File: src/rtl/tdm_pkg.sv
// tdm_pkg
// Shared definitions for the TDM receive demultiplexer.
//   ST_SYNC / ST_RUN : encodings of the two-state frame sync FSM
//   MAX_NCH          : largest supported channel count
//   chanOneHot()     : one-hot channel mask for a channel index
package tdm_pkg;

   localparam logic ST_SYNC = 1'b0;
   localparam logic ST_RUN  = 1'b1;

   localparam int MAX_NCH = 16;

   // Bit idx is set in the returned mask.
   // Callers narrow the result to their own channel count.
   function automatic logic [MAX_NCH-1:0] chanOneHot(input logic [3:0] idx);
      logic [MAX_NCH-1:0] mask;
      mask      = '0;
      mask[idx] = 1'b1;
      return mask;
   endfunction

endpackage

File: src/rtl/tdm_chan_reg.sv
// tdm_chan_reg
// Holding register for one TDM channel. A load captures data_i and raises
// valid_o for exactly one cycle. The held data persists until the next load.
//   clk     : system clock
//   rst     : asynchronous active-high reset
//   load_i  : capture data_i on this edge
//   data_i  : word to capture
//   data_o  : held channel word
//   valid_o : one-cycle pulse following a load
module tdm_chan_reg #(
   parameter int WIDTH = 8
) (
   input  logic             clk,
   input  logic             rst,
   input  logic             load_i,
   input  logic [WIDTH-1:0] data_i,
   output logic [WIDTH-1:0] data_o,
   output logic             valid_o
);

   logic [WIDTH-1:0] dataQ;
   logic             validQ;

   // The data word is held across idle cycles.
   // The valid flag simply mirrors the load, so it drops again on the next edge.
   always_ff @(posedge clk or posedge rst) begin
      if (rst) begin
         dataQ  <= '0;
         validQ <= 1'b0;
      end else begin
         if (load_i) begin
            dataQ <= data_i;
         end
         validQ <= load_i;
      end
   end

   assign data_o  = dataQ;
   assign valid_o = validQ;

endmodule

File: src/rtl/tdm_demux.sv
// tdm_demux
// Receive side of the TDM word stream. Each accepted word goes to the holding
// register of its channel. A counter plus a SYNC/RUN FSM track the position
// within the frame, and the block flags complete frames and framing errors.
//   clk        : system clock
//   rst        : asynchronous active-high reset
//   in_data    : incoming TDM word
//   in_valid   : in_data is valid this cycle
//   in_sof     : start of frame (channel-0 word); ignored when in_valid=0
//   out_data   : channel k held in bits [k*WIDTH +: WIDTH]
//   out_valid  : one-cycle pulse on bit k when channel k is updated
//   chan_idx   : channel the next accepted word will be written to
//   frame_done : one-cycle pulse when the last channel is written
//   frame_err  : one-cycle pulse on a framing error
//   synced     : FSM is in RUN
module tdm_demux
   import tdm_pkg::*;
#(
   parameter int WIDTH = 8,
   parameter int NCH   = 4
) (
   input  logic                     clk,
   input  logic                     rst,
   input  logic [WIDTH-1:0]         in_data,
   input  logic                     in_valid,
   input  logic                     in_sof,
   output logic [NCH*WIDTH-1:0]     out_data,
   output logic [NCH-1:0]           out_valid,
   output logic [$clog2(NCH)-1:0]   chan_idx,
   output logic                     frame_done,
   output logic                     frame_err,
   output logic                     synced
);

   localparam int CW = $clog2(NCH);
   localparam logic [CW-1:0] LAST_CH = CW'(NCH - 1);

   logic          stateQ, stateD;
   logic [CW-1:0] idxQ, idxD;
   logic          wrEn;
   logic [CW-1:0] wrChan;
   logic          doneD, errD;
   logic          doneQ, errQ;
   logic [NCH-1:0] loadMask;

   // State register: the FSM state and the frame position counter.
   // Both change only on accepted words.
   always_ff @(posedge clk or posedge rst) begin
      if (rst) begin
         stateQ <= ST_SYNC;
         idxQ   <= '0;
      end else begin
         stateQ <= stateD;
         idxQ   <= idxD;
      end
   end

   // Next-state logic. Any sof word restarts the frame at channel 1.
   // In RUN, a non-sof word arriving when channel 0 is expected means sync
   // was lost. The counter wraps explicitly at the last channel, so it stays
   // below NCH even when NCH is not a power of two.
   always_comb begin
      stateD = stateQ;
      idxD   = idxQ;
      if (in_valid) begin
         if (stateQ == ST_SYNC) begin
            if (in_sof) begin
               stateD = ST_RUN;
               idxD   = CW'(1);
            end
         end else begin
            if (in_sof) begin
               idxD = CW'(1);
            end else if (idxQ == '0) begin
               stateD = ST_SYNC;
            end else if (idxQ == LAST_CH) begin
               idxD = '0;
            end else begin
               idxD = idxQ + CW'(1);
            end
         end
      end
   end

   // Output decode: which channel (if any) is written, and the frame status pulses.
   // A short frame is an sof word that arrives before the counter has wrapped.
   // It is reported as an error, and the word still starts a new frame.
   always_comb begin
      wrEn   = 1'b0;
      wrChan = '0;
      doneD  = 1'b0;
      errD   = 1'b0;
      if (in_valid) begin
         if (stateQ == ST_SYNC) begin
            if (in_sof) begin
               wrEn = 1'b1;
            end
         end else begin
            if (in_sof) begin
               wrEn = 1'b1;
               errD = (idxQ != '0);
            end else if (idxQ == '0) begin
               errD = 1'b1;
            end else begin
               wrEn   = 1'b1;
               wrChan = idxQ;
               doneD  = (idxQ == LAST_CH);
            end
         end
      end
   end

   // The status pulses are registered so that they line up with the
   // out_valid pulse of the word that caused them.
   always_ff @(posedge clk or posedge rst) begin
      if (rst) begin
         doneQ <= 1'b0;
         errQ  <= 1'b0;
      end else begin
         doneQ <= doneD;
         errQ  <= errD;
      end
   end

   assign loadMask = wrEn ? NCH'(chanOneHot(4'(wrChan))) : '0;

   for (genvar k = 0; k < NCH; k++) begin : gChan
      tdm_chan_reg #(.WIDTH(WIDTH)) uChanReg (
         .clk     (clk),
         .rst     (rst),
         .load_i  (loadMask[k]),
         .data_i  (in_data),
         .data_o  (out_data[k*WIDTH +: WIDTH]),
         .valid_o (out_valid[k])
      );
   end

   assign chan_idx   = idxQ;
   assign frame_done = doneQ;
   assign frame_err  = errQ;
   assign synced     = (stateQ == ST_RUN);

endmodule

File: config.mk
export PLATFORM = sky130hd
export DESIGN_NAME = tdm_demux
export DESIGN_NICKNAME = d
export VERILOG_FILES = /design/src/rtl/tdm_pkg.sv /design/src/rtl/tdm_chan_reg.sv /design/src/rtl/tdm_demux.sv
export SDC_FILE = /design/constraint.sdc
export NUM_CORES = 1
export LEC_CHECK = 0
export BUFFER_PORTS_ARGS = -buffer_cell sky130_fd_sc_hd__buf_2
export CAP_MARGIN = 20
export CORE_MARGIN = 3
export CORE_UTILIZATION = 49
export CTS_CLUSTER_DIAMETER = 80
export DETAILED_ROUTE_END_ITERATION = 8
export PLACE_DENSITY_LB_ADDON = 0.2
export SLEW_MARGIN = 20
export SYNTH_ARGS = -nofsm -noshare
export SYNTH_HDL_FRONTEND = slang
export SYNTH_SLANG_ARGS = --single-unit
File: constraint.sdc
create_clock -name clk -period 2.9 [get_ports clk]
set_clock_uncertainty 0.1 [all_clocks]
set_input_delay 0.145 -clock clk [delete_from_list [all_inputs] [get_ports clk]]
set_output_delay 0.145 -clock clk [all_outputs]
set_load 0.05 [all_outputs]
After elaboration in Yosys (flattened, before gate mapping)
Cells that the tools add are included.

cells by class
  add/subtract/negate cells = 1
  equality and inequality tests = 2
  muxes and demuxes = 25
  reduce and logical (&&, ||, !) cells = 5
  magnitude comparators = 2

operators by type and width
  operator                                                                              count
  2-bit two-way mux                                                                     9
  1-bit two-way mux                                                                     14
  2-bit by 5-bit < comparator with 1-bit output (second input constant)                 1
  4-bit two-way mux                                                                     1
  2-bit nonzero test                                                                    2
  3-bit AND reduction                                                                   1
  2-bit by 1-bit adder with 2-bit output (second input constant)                        1
  1-bit demux with 2-bit select                                                         1
  2-bit equality test (second input constant)                                           1
  2-bit by 1-bit greater-or-equal comparator with 1-bit output (second input constant)  1
  2-bit zero test                                                                       1
  2-bit != test (second input constant)                                                 1
  1-bit logical AND                                                                     1

storage, ports and cells
  register bits after elaboration = 41
  input bits = 12

Longest topological paths before layout
Gate-level depths: netlist of the first run.

  word-level depth = 10
  depth in mapped cells = 7
  depth with buffers taken out = 7

Hierarchy
From an unflattened synthesis of the first run, not the netlist that was laid out.

second synthesis, totals
  cells, all modules = 108
  area total of the unflattened synthesis = 1,741.7 sq um

by module, submodules not included
  module        seq. area each (sq um)  area each (sq um)  cells an instance  times used
  tdm_chan_reg  225.2                   360.3              19                 4
  tdm_demux     125.1                   300.3              32                 1

Least setup slack after synthesis of the first run
No wires, ideal clock.

  path kind = register to register
  from = register idxQ[1], in the netlist chan_idx[1]
  to = register gChan[1].uChanReg.dataQ[0]
  setup time = 0.125 ns
  stages on the path, launching flop included = 8
  required time = 2.675 ns
  buffers on the path = 0
  clock period less this slack = 2.495 ns
  setup slack = 0.405 ns
  data arrival time = 2.270 ns
  path through = dfrtp_1 -> inv_1 -> ha_1 -> ha_1 -> and4bb_2 -> nand2_1 -> nor2_4 -> mux2_2

between the ends
  cells in the longest elaborated chain, start to end = 10
  elaborated cells between the ends (all ways) = 15
  those cells by class = 2 x order compare; 11 x mux; 2 x reduce/logical

RTL lines
  item                                                                                                                                                 line                source
  start: declaration                                                                                                                                   tdm_demux.sv:39     logic [CW-1:0] idxQ, idxD;
  start signal: assignment                                                                                                                             tdm_demux.sv:54     idxQ <= idxD;
  2-bit zero test                                                                                                                                      tdm_demux.sv:102    end else if (idxQ == '0) begin
  2-bit two-way mux                                                                                                                                    tdm_demux.sv:102
  2-bit two-way mux                                                                                                                                    tdm_demux.sv:99     if (in_sof) begin
  2-bit two-way mux                                                                                                                                    tdm_demux.sv:94     if (stateQ == ST_SYNC) begin
  2-bit two-way mux                                                                                                                                    tdm_demux.sv:93     if (in_valid) begin
  2-bit by 5-bit < comparator with 1-bit output (not written as such) or 2-bit by 1-bit greater-or-equal comparator with 1-bit output (tied branches)  tdm_pkg.sv:18       mask[idx] = 1'b1;
  1-bit logical AND (not written as such)                                                                                                              tdm_pkg.sv:18
  1-bit two-way mux (not written as such)                                                                                                              tdm_pkg.sv:18
  1-bit demux with 2-bit select                                                                                                                        tdm_pkg.sv:18
  4-bit two-way mux *                                                                                                                                  tdm_demux.sv:125    assign loadMask = wrEn ? NCH'(chanOneHot(4'(wrChan))) : '0;
  named net gChan[1].uChanReg.load_i                                                                                                                   tdm_chan_reg.sv:15  input logic load_i,
  end signal: assignment                                                                                                                               tdm_chan_reg.sv:32  dataQ <= data_i;
  end: declaration                                                                                                                                     tdm_chan_reg.sv:21  logic [WIDTH-1:0] dataQ;

Mark *: on every way through the listed nets, which the timed path passes. The rest lies on a longest branch.
A chain may end at the register's enable or synchronous reset.

Final worst setup path of the first run
  from = register idxQ[0], in the netlist chan_idx[0]
  to = register gChan[2].uChanReg.dataQ[3]

between the ends
  cells in the longest elaborated chain, start to end = 10
  elaborated cells between the ends (all ways) = 15
  those cells by class = 2 x order compare; 11 x mux; 2 x reduce/logical

RTL lines
  item                                                                                                                                                 line
  2-bit zero test                                                                                                                                      tdm_demux.sv:102
  2-bit two-way mux                                                                                                                                    tdm_demux.sv:102
  2-bit two-way mux                                                                                                                                    tdm_demux.sv:99
  2-bit two-way mux                                                                                                                                    tdm_demux.sv:94
  2-bit two-way mux                                                                                                                                    tdm_demux.sv:93
  2-bit by 5-bit < comparator with 1-bit output (not written as such) or 2-bit by 1-bit greater-or-equal comparator with 1-bit output (tied branches)  tdm_pkg.sv:18
  1-bit logical AND (not written as such)                                                                                                              tdm_pkg.sv:18
  1-bit two-way mux (not written as such)                                                                                                              tdm_pkg.sv:18
  1-bit demux with 2-bit select                                                                                                                        tdm_pkg.sv:18
  4-bit two-way mux *                                                                                                                                  tdm_demux.sv:125
  end signal: assignment                                                                                                                               tdm_chan_reg.sv:32
  end: declaration                                                                                                                                     tdm_chan_reg.sv:21

Every way passes the cells marked *; elsewhere a longest branch is shown, timed or not.

==> results of run 1 <==
==> repair_timing <==
action,4_1_cts,5_1_grt
setup endpoints to repair,0,0
hold buffers,11,0
hold endpoints to repair,54,0
==> placed cells by master, fill, tap and decap left out, types with 2 or more instances in the layout <==
cell type and count:
dlygate4sd3_1 11, clkbuf_4 5, inv_1 6, o211ai_1 2, mux2_2 32, nand2_1 3
dfrtp_1 41, buf_2 52, ha_1 3
==> sequential cells by signal, indices dropped and copies added (netlist names) <==
name	count
frame_err	1
frame_done	1
gChan.uChanReg.valid_o	4
synced	1
chan_idx	2
gChan.uChanReg.data_o	32
==> tightest hold or removal path, delay by kind of cell <==
| kind | cells | cell delay (ns) |
|---|---|---|
| buffers and inverters | 3 | 1.19 |
==> cell families after synthesis <==
group	Yosys count	share of synthesized area [%]
AO/OA/AOI/OAI	7	3.29
adder cells (fa/ha/maj)	3	2.30
AND/OR/NAND/NOR	11	5.51
multiplexers	32	22.0
buffers and inverters	12	4.13
flip-flops	41	62.7
==> metal layers <==
layer,up-vias,global-route usage [%],routed length (um)
met2,36,29.6,1520
met3,8,5.45,188
met5,-,0,0
met1,535,20.4,1380
li1,496,-,-
met4,0,6.74,49
==> cell usage after synthesis <==
cell      number  area, um2
a21oi_1        1       5.00
mux2_2        32        360
nor2b_1        1       6.26
nand3_2        1       10.0
nor2_4         1       11.3
nor2_1         1       3.75
nor2_2         1       6.26
buf_6          1       11.3
o211ai_1       2       15.0
inv_1          6       22.5
ha_1           3       37.5
clkbuf_1       1       3.75
dfrtp_1       41       1030
a21boi_0       1       7.51
buf_4          4       30.0
nor4_4         1       21.3
a31oi_1        1       6.26
o2111a_1       1       11.3
and4bb_2       1       12.5
a22o_1         1       8.76
nor3b_1        1       7.51
nand2_1        3       11.3
==> worst min-delay path by stage <==
stage | start | endpoint | slack [ns] | depth (start not counted)
after floorplan | in_valid | synced$_DFFE_PP0P_ | 0.15 | 1
after global placement | rst | gChan[3].uChanReg.data_o[4]$_DFFE_PP0P_ | 0.20 | 2
after detailed placement | rst | gChan[3].uChanReg.data_o[4]$_DFFE_PP0P_ | 0.22 | 2
after CTS | rst | gChan[0].uChanReg.valid_o$_DFF_PP0_ | 0.38 | 3
after global routing | rst | gChan[3].uChanReg.data_o[4]$_DFFE_PP0P_ | 0.42 | 3
final | rst | gChan[0].uChanReg.valid_o$_DFF_PP0_ | 0.36 | 3
==> metrics by stage <==
stage / cell area, um2 / cells
2_1_floorplan: 1640 / 106
3_3_place_gp: 1910 / 197
3_5_place_dp: 1910 / 197
4_1_cts: 2110 / 216
5_1_grt: 2110 / 216
6_report: 2110 / 216
==> area by class of cell <==
cell class / count / area, um2 / share of cell area [%]
clock buffers: 7 / 55.1 / 2.61
clock inverters: 1 / 30.0 / 1.42
inverters: 6 / 22.5 / 1.07
multi-input cells: 53 / 542 / 25.7
flip-flops and latches: 41 / 1030 / 48.7
well taps: 44 / 55.1 / 2.61
repair buffers: 64 / 378 / 17.9
==> metrics.txt, run 1 <==
Cell Rows=20; Clock Tree Root=clkbuf_4; slew margin rel.=50.2%; clk buf depth=2; Post-Syn Instances=106; synthesized area=1640 um2; status=finished, final reports clean; delay-heaviest family, CP=compound AO/OA/AOI/OAI gates; WL per Instance=14.5 um; total clock buffers created by CTS=5; Post-Route Hold Slack=0.361 ns; vias=1,075; reg2reg start=chan_idx[0]$_DFFE_PP0P_; Initial Util=52.3%; cell depth of the worst setup path=5; clock-pin transition on the worst setup and hold timing paths=0.12 ns; Max Slew Vio Count=0; H-tree levels=2; CP max-delay cell=o2111a_1; remaining antenna violation count=0; unrepaired setup endpoints after global routing=false; type of the worst setup path=reg2reg; Post-DP HPWL=2250 um; postcts setup bufs=0; Seq/Total Area, Yosys=62.7%; FF-to-FF path depth=5; Clock Sink Count=41; filler cell count=236; die area=4070 um2; DR vias/cell=4.98; total grt overflow=0; I/O Pins=53; Tightest Pin Transition=0.746 ns; worst-path cell chain=inv_1 -> ha_1 -> nor4_4 -> o2111a_1 -> mux2_2; crit-path max FO=9; worst min path class=in2async; DR pass1 iterations=5; Final Critical Period=2.44 ns; Final setup viols=0; Max Clk Rate=410 MHz; Layout Utilization=67.4%; first-pass GRT wire length=5350 um; ratio of cells with drive above 1 in the final layout=56.4%; CTS tree=done; CTS resizes=0; Critical Path RT=3.04 ns; Final #Nets=186; CP Capture Type=register; Crit path largest cell delay=0.60 ns; Final WS setup=0.459 ns; # diodes=0; vias in the first global route=1,136; Max-Cap Viols=0; worst path buffer plus inverter count=1; Syn Area/Cell=15.4 um2; Core Region=3130 um2; Syn-to-layout area delta=28.9%; Clock Latency Late Sink=0.34 ns; final wirelength=3130 um; largest net degree at the start of global routing=22; Tcrit/Tclk final=84.2%; Setup crit start kind=register; synthesized flop and latch total=41; worst r2r dst=gChan[2].uChanReg.data_o[3]$_DFFE_PP0P_; number of synthesis warnings=0; setup TNS=0 ns; Final Hold Fails=0; Netlist cell types=22; DRC=0; gr usage total=17.4%; Place WS=0.487 ns; Critical Path AT=2.58 ns; crit path launch=chan_idx[0]$_DFFE_PP0P_; die height=63.8 um; RD Place Congestion=0.780; width of the die=63.8 um; Starting DRT DRC Count=56; reg-to-reg setup timing slack=0.46 ns; critical path capture point=gChan[2].uChanReg.data_o[3]$_DFFE_PP0P_; Port-buffer cells=52; post-synthesis net count=121; initial antenna violation count=0
Power of run 1 is left out: the tool's default activity adds up to more than one toggle a clock period on the data nets, which glitch-free logic cannot reach.
==> run 2: changes to the inputs <==
==> constraint.sdc (replaced) <==
create_clock -name clk -period 2.3 [get_ports clk]
set_clock_uncertainty 0.1 [all_clocks]
set_input_delay 0.115 -clock clk [delete_from_list [all_inputs] [get_ports clk]]
set_output_delay 0.115 -clock clk [all_outputs]
set_load 0.05 [all_outputs]
==> metrics.txt, run 2 (same netlist as run 1, synthesis figures left out) <==
remaining antenna violation count=0 (unchanged); clock-pin transition on the worst setup and hold timing paths=0.12 ns (about the same); WL per Instance=15.6 um (+7.4%); final std cells w/o fill=220 (+1.9%); worst min path class=in2async; Max Clk Rate=444 MHz (+8.3%); total grt overflow=0 (unchanged); Starting DRT DRC Count=37 (-34%); Final #Nets=190 (+2.2%); Clock Sink Count=41 (unchanged); setup TNS=0 ns (unchanged); I/O Pins=53 (unchanged); CTS resizes=0 (unchanged); DR vias/cell=4.91 (-1.4%); reg-to-reg setup timing slack=0.05 ns (-0.41 ns); Critical Path RT=2.44 ns (-0.60 ns); Critical Path AT=2.40 ns (-0.18 ns); unrepaired setup endpoints after global routing=true; total clock buffers created by CTS=5 (unchanged); Post-DP HPWL=2300 um (+2.3%); filler cell count=228 (-3.4%); type of the worst setup path=reg2reg; die height=63.8 um (unchanged); Max-Cap Viols=0 (unchanged); Syn-to-layout area delta=31.0%; crit-path max FO=6 (-3); Clock Latency Late Sink=0.35 ns (about the same); DRC=0 (unchanged); DR pass1 iterations=4 (-1); Final Hold Fails=0 (unchanged); Final setup viols=0 (unchanged); ratio of cells with drive above 1 in the final layout=59.7% (+3.3 points); Clock Tree Root=clkbuf_4; DP Cell Count=200 (+1.5%); gr usage total=18.2% (+0.85 points); initial antenna violation count=0 (unchanged); Tcrit/Tclk final=98.0% (+14 points); CP Capture Type=register; vias=1,080 (+0.47%); crit path launch=chan_idx[0]$_DFFE_PP0P_; CTS tree=done; width of the die=63.8 um (unchanged); status=finished, final reports clean; # diodes=0 (unchanged); H-tree levels=2 (unchanged); Tightest Pin Transition=0.492 ns (-0.254 ns); largest net degree at the start of global routing=42 (+91%); Cell Rows=20 (unchanged); slew margin rel.=67.2% (+17 points); Largest register FFs=32 (unchanged); RD Place Congestion=0.734 (-6.0%); first-pass GRT wire length=5450 um (+1.9%); Layout Utilization=68.5% (+1.1 points); most frequent cells in the layout=52 x buf_2, 39 x dfrtp_1, 32 x mux2_2; Setup crit start kind=register; Core Region=3130 um2 (unchanged); vias in the first global route=1,114 (-1.9%); clk buf depth=2 (unchanged); final wirelength=3430 um (+9.4%); Crit path largest cell delay=0.44 ns (-0.16 ns); reg2reg start=chan_idx[0]$_DFFE_PP0P_; Port-buffer cells=52 (unchanged); Final Critical Period=2.25 ns (-0.187 ns); most common cell after layout, fill and taps aside=buf_2; Initial Util=52.3% (unchanged); die area=4070 um2 (unchanged); Max Slew Vio Count=0 (unchanged); worst-path cell chain=inv_1 -> ha_2 -> ha_1 -> and4bb_2 -> nand2_1 -> nor2_2 -> mux2_2; CP max-delay cell=dfrtp_2
run 2: cell count changes in the layout (fill, tap and decap cells not counted):
cell | before | now
nor2_2 | 1 | 2
inv_2 | 0 | 1
ha_1 | 3 | 2
buf_4 | 1 | 4
inv_1 | 6 | 5
dfrtp_1 | 41 | 39
ha_2 | 0 | 1
dfrtp_2 | 0 | 2
run 2: area by class of cell:
class / instances / area [um2] / share of cell area, %
clock buffers: 7 / 55.1 / 2.57
clock inverters: 1 / 30.0 / 1.40
inverters: 6 / 22.5 / 1.05
multi-input cells: 54 / 551 / 25.7
flip-flops and latches: 41 / 1030 / 48.0
well taps: 44 / 55.1 / 2.57
repair buffers: 67 / 400 / 18.7
run 2: through the flow:
step	hold slack [ns]	instance area, um2	setup WS [ns]
global route	0.353	2140	-0.00651
detailed placement	0.161	1940	0.0697
global placement	0.153	1940	0.169
CTS	0.317	2140	0.0386
floorplan	0.119	1640	0.0222
finish	0.316	2140	0.0464
run 2: timing repair:
action	CTS	global route
hold buffers	11	0
setup buffers	0	0
endpoints found under the setup margin	0	8
hold endpoints to repair	75	0
run 2: layer usage:
| layer | up-vias | part of all wire, % | routed length, um | GRT usage (%) |
|---|---|---|---|---|
| met5 | - | 0 | 0 | 0 |
| met4 | 0 | 1.7 | 59 | 8.09 |
| met3 | 4 | 5.7 | 194 | 6.15 |
| met2 | 40 | 51 | 1750 | 30.8 |
| met1 | 532 | 42 | 1420 | 20.9 |
| li1 | 504 | - | - | - |
run 2: path summary, 6_finish.rpt:
path                                                                 to  depth (start not counted)
worst max-delay path            gChan[1].uChanReg.data_o[6]$_DFFE_PP0P_                          7
worst min-delay path            gChan[1].uChanReg.data_o[7]$_DFFE_PP0P_                          4
worst max register to register  gChan[1].uChanReg.data_o[6]$_DFFE_PP0P_                          7
worst min register to register  gChan[2].uChanReg.data_o[5]$_DFFE_PP0P_                          1
max in group asynchronous                       chan_idx[1]$_DFFE_PP0P_                          4
min in group clk                gChan[2].uChanReg.data_o[5]$_DFFE_PP0P_                          1
run 2: worst max-delay path: cells and delay by family (launching register included):
kind	cells	cell delay (ns)
multiplexers	1	0.36
AND/OR/NAND/NOR	3	0.74
flip-flops	1	0.44
adder cells (fa/ha/maj)	2	0.44
buffers and inverters	1	0.07
Power of run 2 is left out for the same reason.
==> run 3: changes to the inputs <==
--- a/config.mk
+++ b/config.mk
@@ -8,11 +8,13 @@
 export BUFFER_PORTS_ARGS = -buffer_cell sky130_fd_sc_hd__buf_2
 export CAP_MARGIN = 20
 export CORE_MARGIN = 3
-export CORE_UTILIZATION = 49
+export CORE_UTILIZATION = 50
 export CTS_CLUSTER_DIAMETER = 80
 export DETAILED_ROUTE_END_ITERATION = 8
+export HOLD_SLACK_MARGIN = 0.06
 export PLACE_DENSITY_LB_ADDON = 0.2
 export SLEW_MARGIN = 20
 export SYNTH_ARGS = -nofsm -noshare
 export SYNTH_HDL_FRONTEND = slang
+export SYNTH_HIERARCHICAL = 1
 export SYNTH_SLANG_ARGS = --single-unit
==> metrics.txt, run 3 <==
Max-Cap Viols=0 (unchanged); simple-gate portion of the synthesized area=4.38% (-1.1 points); DR vias/cell=4.84 (-1.4%); ys async rst share=100% (unchanged); Port-buffer cells=52 (unchanged); vias=1,089 (+0.83%); Tcrit/Tclk final=94.0% (-4.0 points); Final WS setup=0.138 ns (+0.0914 ns); first-pass GRT wire length=5710 um (+4.7%); CP max-delay cell=dfrtp_2; Final #Nets=195 (+2.6%); type of the worst setup path=reg2reg; clk buf depth=2 (unchanged); final wirelength=3690 um (+7.8%); worst path buffer plus inverter count=2 (+1); reg-to-reg setup timing slack=0.14 ns (+0.09 ns); Max Clk Rate=462 MHz (+4.2%); Tightest Pin Transition=0.503 ns (+0.0114 ns); number of synthesized flops with an enable pin=0 (unchanged); area of the multi-input gates=639 um2 (+16%); total grt overflow=0 (unchanged); remaining antenna violation count=0 (unchanged); Netlist cell types=18 (-18%); worst r2r dst=gChan[1].uChanReg/data_o[7]$_DFFE_PP0P_; Cell Rows=20 (unchanged); Compound-Gate Fraction of Synth Area=2.44% (-0.85 points); status=finished, final reports clean; Seq/Total Area, Yosys=58.9% (-3.8 points); setup TNS=0 ns (unchanged); reg2reg start=chan_idx[0]$_DFFE_PP0P_; worst min path class=in2async; WL per Instance=16.4 um (+5.4%); Clock Sink Count=41 (unchanged); post-synthesis mux area share=27.6% (+5.6 points); Final Critical Period=2.16 ns (-0.0914 ns); Syn-to-layout area delta=30.2%; DR pass1 iterations=4 (unchanged); most common cell after layout, fill and taps aside=buf_2; ys flop type=dfrtp_1; Post-Syn Instances=108 (+1.9%); Clock Latency Late Sink=0.33 ns (-0.02 ns); H-tree levels=2 (unchanged); ratio of cells with drive above 1 in the final layout=56.4% (-3.3 points); most frequent cells after synthesis=41 x dfrtp_1, 32 x mux2_4, 9 x inv_1, 5 x nor2_1, 4 x buf_6; Yosys top cell by area=dfrtp_1; clock-pin transition on the worst setup and hold timing paths=0.12 ns (about the same); Synth Area in Adders=2.16% (-0.14 points); # diodes=0 (unchanged); largest family of logic cells by synthesized area=multiplexers; Core Region=3180 um2 (+1.6%); filler cell count=233 (+2.2%); Final setup viols=0 (unchanged); worst-path cell chain=inv_1 -> ha_1 -> ha_1 -> and4bb_1 -> nand2_1 -> nor2_2 -> clkbuf_4 -> mux2_4; post-synthesis net count=123 (+1.7%); vias in the first global route=1,095 (-1.7%); die height=65.0 um (+2.0%); FF-to-FF path depth=8 (+1); Setup crit start kind=register; DRC=0 (unchanged); unrepaired setup endpoints after global routing=false; delay-heaviest family, CP=simple AND/OR/NAND/NOR gates; number of synthesis warnings=6 (+6); RD Place Congestion=0.816 (+11%); CP Capture Type=register; I/O Pins=53 (unchanged); synthesized flop and latch total=41 (unchanged); Critical Path RT=2.44 ns (about the same); Clock Tree Root=clkbuf_4; Largest register FFs=32 (unchanged); Post-DP HPWL=2560 um (+11%); final std cells w/o fill=225 (+2.3%); CTS tree=done; Max Slew Vio Count=0 (unchanged); Initial Util=54.8% (+2.5 points); initial antenna violation count=0 (unchanged); DP Cell Count=204 (+2.0%); Synth Area in XOR/XNOR=0% (unchanged); Place WS=0.164 ns (+0.0947 ns); Crit path largest cell delay=0.41 ns (-0.03 ns); synthesized area=1740 um2 (+6.5%); register area=1030 um2 (unchanged); total clock buffers created by CTS=5 (unchanged); die area=4230 um2 (+4.0%); post-synth top area share=58.9% (-3.8 points); Final Hold Fails=0 (unchanged); gr usage total=18.7% (+0.47 points); most common cell in the netlist=dfrtp_1; most frequent cells in the layout=52 x buf_2, 39 x dfrtp_1, 32 x mux2_4; cell mode on critical path=ha_1; width of the die=65.0 um (+2.0%); Area contributors post-synth=dfrtp_1 59%, mux2_4 28%, buf_6 2.6%; Critical Path AT=2.30 ns (-0.10 ns); largest net degree at the start of global routing=14 (-67%); slew margin rel.=66.1% (-1.1 points); Syn Area/Cell=16.1 um2 (+4.5%); Starting DRT DRC Count=15 (-59%); crit-path max FO=5 (-1)
## run 3: cell count changes after synthesis, sizes merged
cell / delta
inv: +3
nor2: +2
buf: -1
clkbuf: -1
nand3: -1
o2111a: -1
or4: +1
## run 3: layer usage
| layer | part of all wire, % | track usage, % | wire length [um] | vias up |
|---|---|---|---|---|
| met3 | 5.1 | 5.55 | 188 | 8 |
| met1 | 46 | 25.4 | 1710 | 528 |
| met5 | 0 | 0 | 0 | - |
| met4 | 2.5 | 8.55 | 93 | 0 |
| met2 | 46 | 27.6 | 1710 | 38 |
| li1 | - | - | - | 515 |
## run 3: cell families (layout without fill, tap and decap cells)
kind of cell	after synthesis	after routing
compound gates	6	6
flops	41	41
buf+inv	13	86
mux	32	32
fa+ha+maj	3	3
simple gates	13	13
## run 3: repair_timing
item / in CTS / in global routing
setup buffers: 0 / 0
hold buffers: 12 / 0
gates resized for setup: 0 / 3
setup endpoints to repair: 0 / 7
endpoints found under the hold margin: 77 / 0
## run 3: through the flow
step	hold WS (ns)	utilization, %	cell area [um2]
2_1_floorplan	-0.207	-	1740
3_3_place_gp	-0.0344	64.3	2040
3_5_place_dp	-0.0274	64.3	2040
4_1_cts	0.142	70.9	2250
5_1_grt	0.182	71.3	2270
6_report	0.185	71.3	2270
## run 3: worst max path at each step
stage / startpoint / endpoint / depth (start not counted)
after floorplan: chan_idx[0]$_DFFE_PP0P_ / gChan[1].uChanReg/data_o[0]$_DFFE_PP0P_ / 8
after global placement: chan_idx[0]$_DFFE_PP0P_ / gChan[1].uChanReg/data_o[7]$_DFFE_PP0P_ / 8
after detailed placement: chan_idx[0]$_DFFE_PP0P_ / gChan[1].uChanReg/data_o[5]$_DFFE_PP0P_ / 8
after CTS: chan_idx[0]$_DFFE_PP0P_ / gChan[1].uChanReg/data_o[5]$_DFFE_PP0P_ / 8
after global routing: chan_idx[0]$_DFFE_PP0P_ / gChan[3].uChanReg/data_o[3]$_DFFE_PP0P_ / 8
final: chan_idx[0]$_DFFE_PP0P_ / gChan[1].uChanReg/data_o[7]$_DFFE_PP0P_ / 8
## run 3: tightest hold or removal path: stages
cell and delay (ns):
dlygate4sd3_1 0.55, buf_2 0.16, inv_1 0.17
## run 3: area by class of cell
class,count,area share [%]
Clock inverter,2,1.66
Tap cell,44,2.43
Timing Repair Buffer,69,18.6
Multi-Input combinational cell,54,28.2
Clock buffer,6,2.26
Sequential cell,41,45.4
Inverter,9,1.49
Power of run 3 is left out for the same reason.
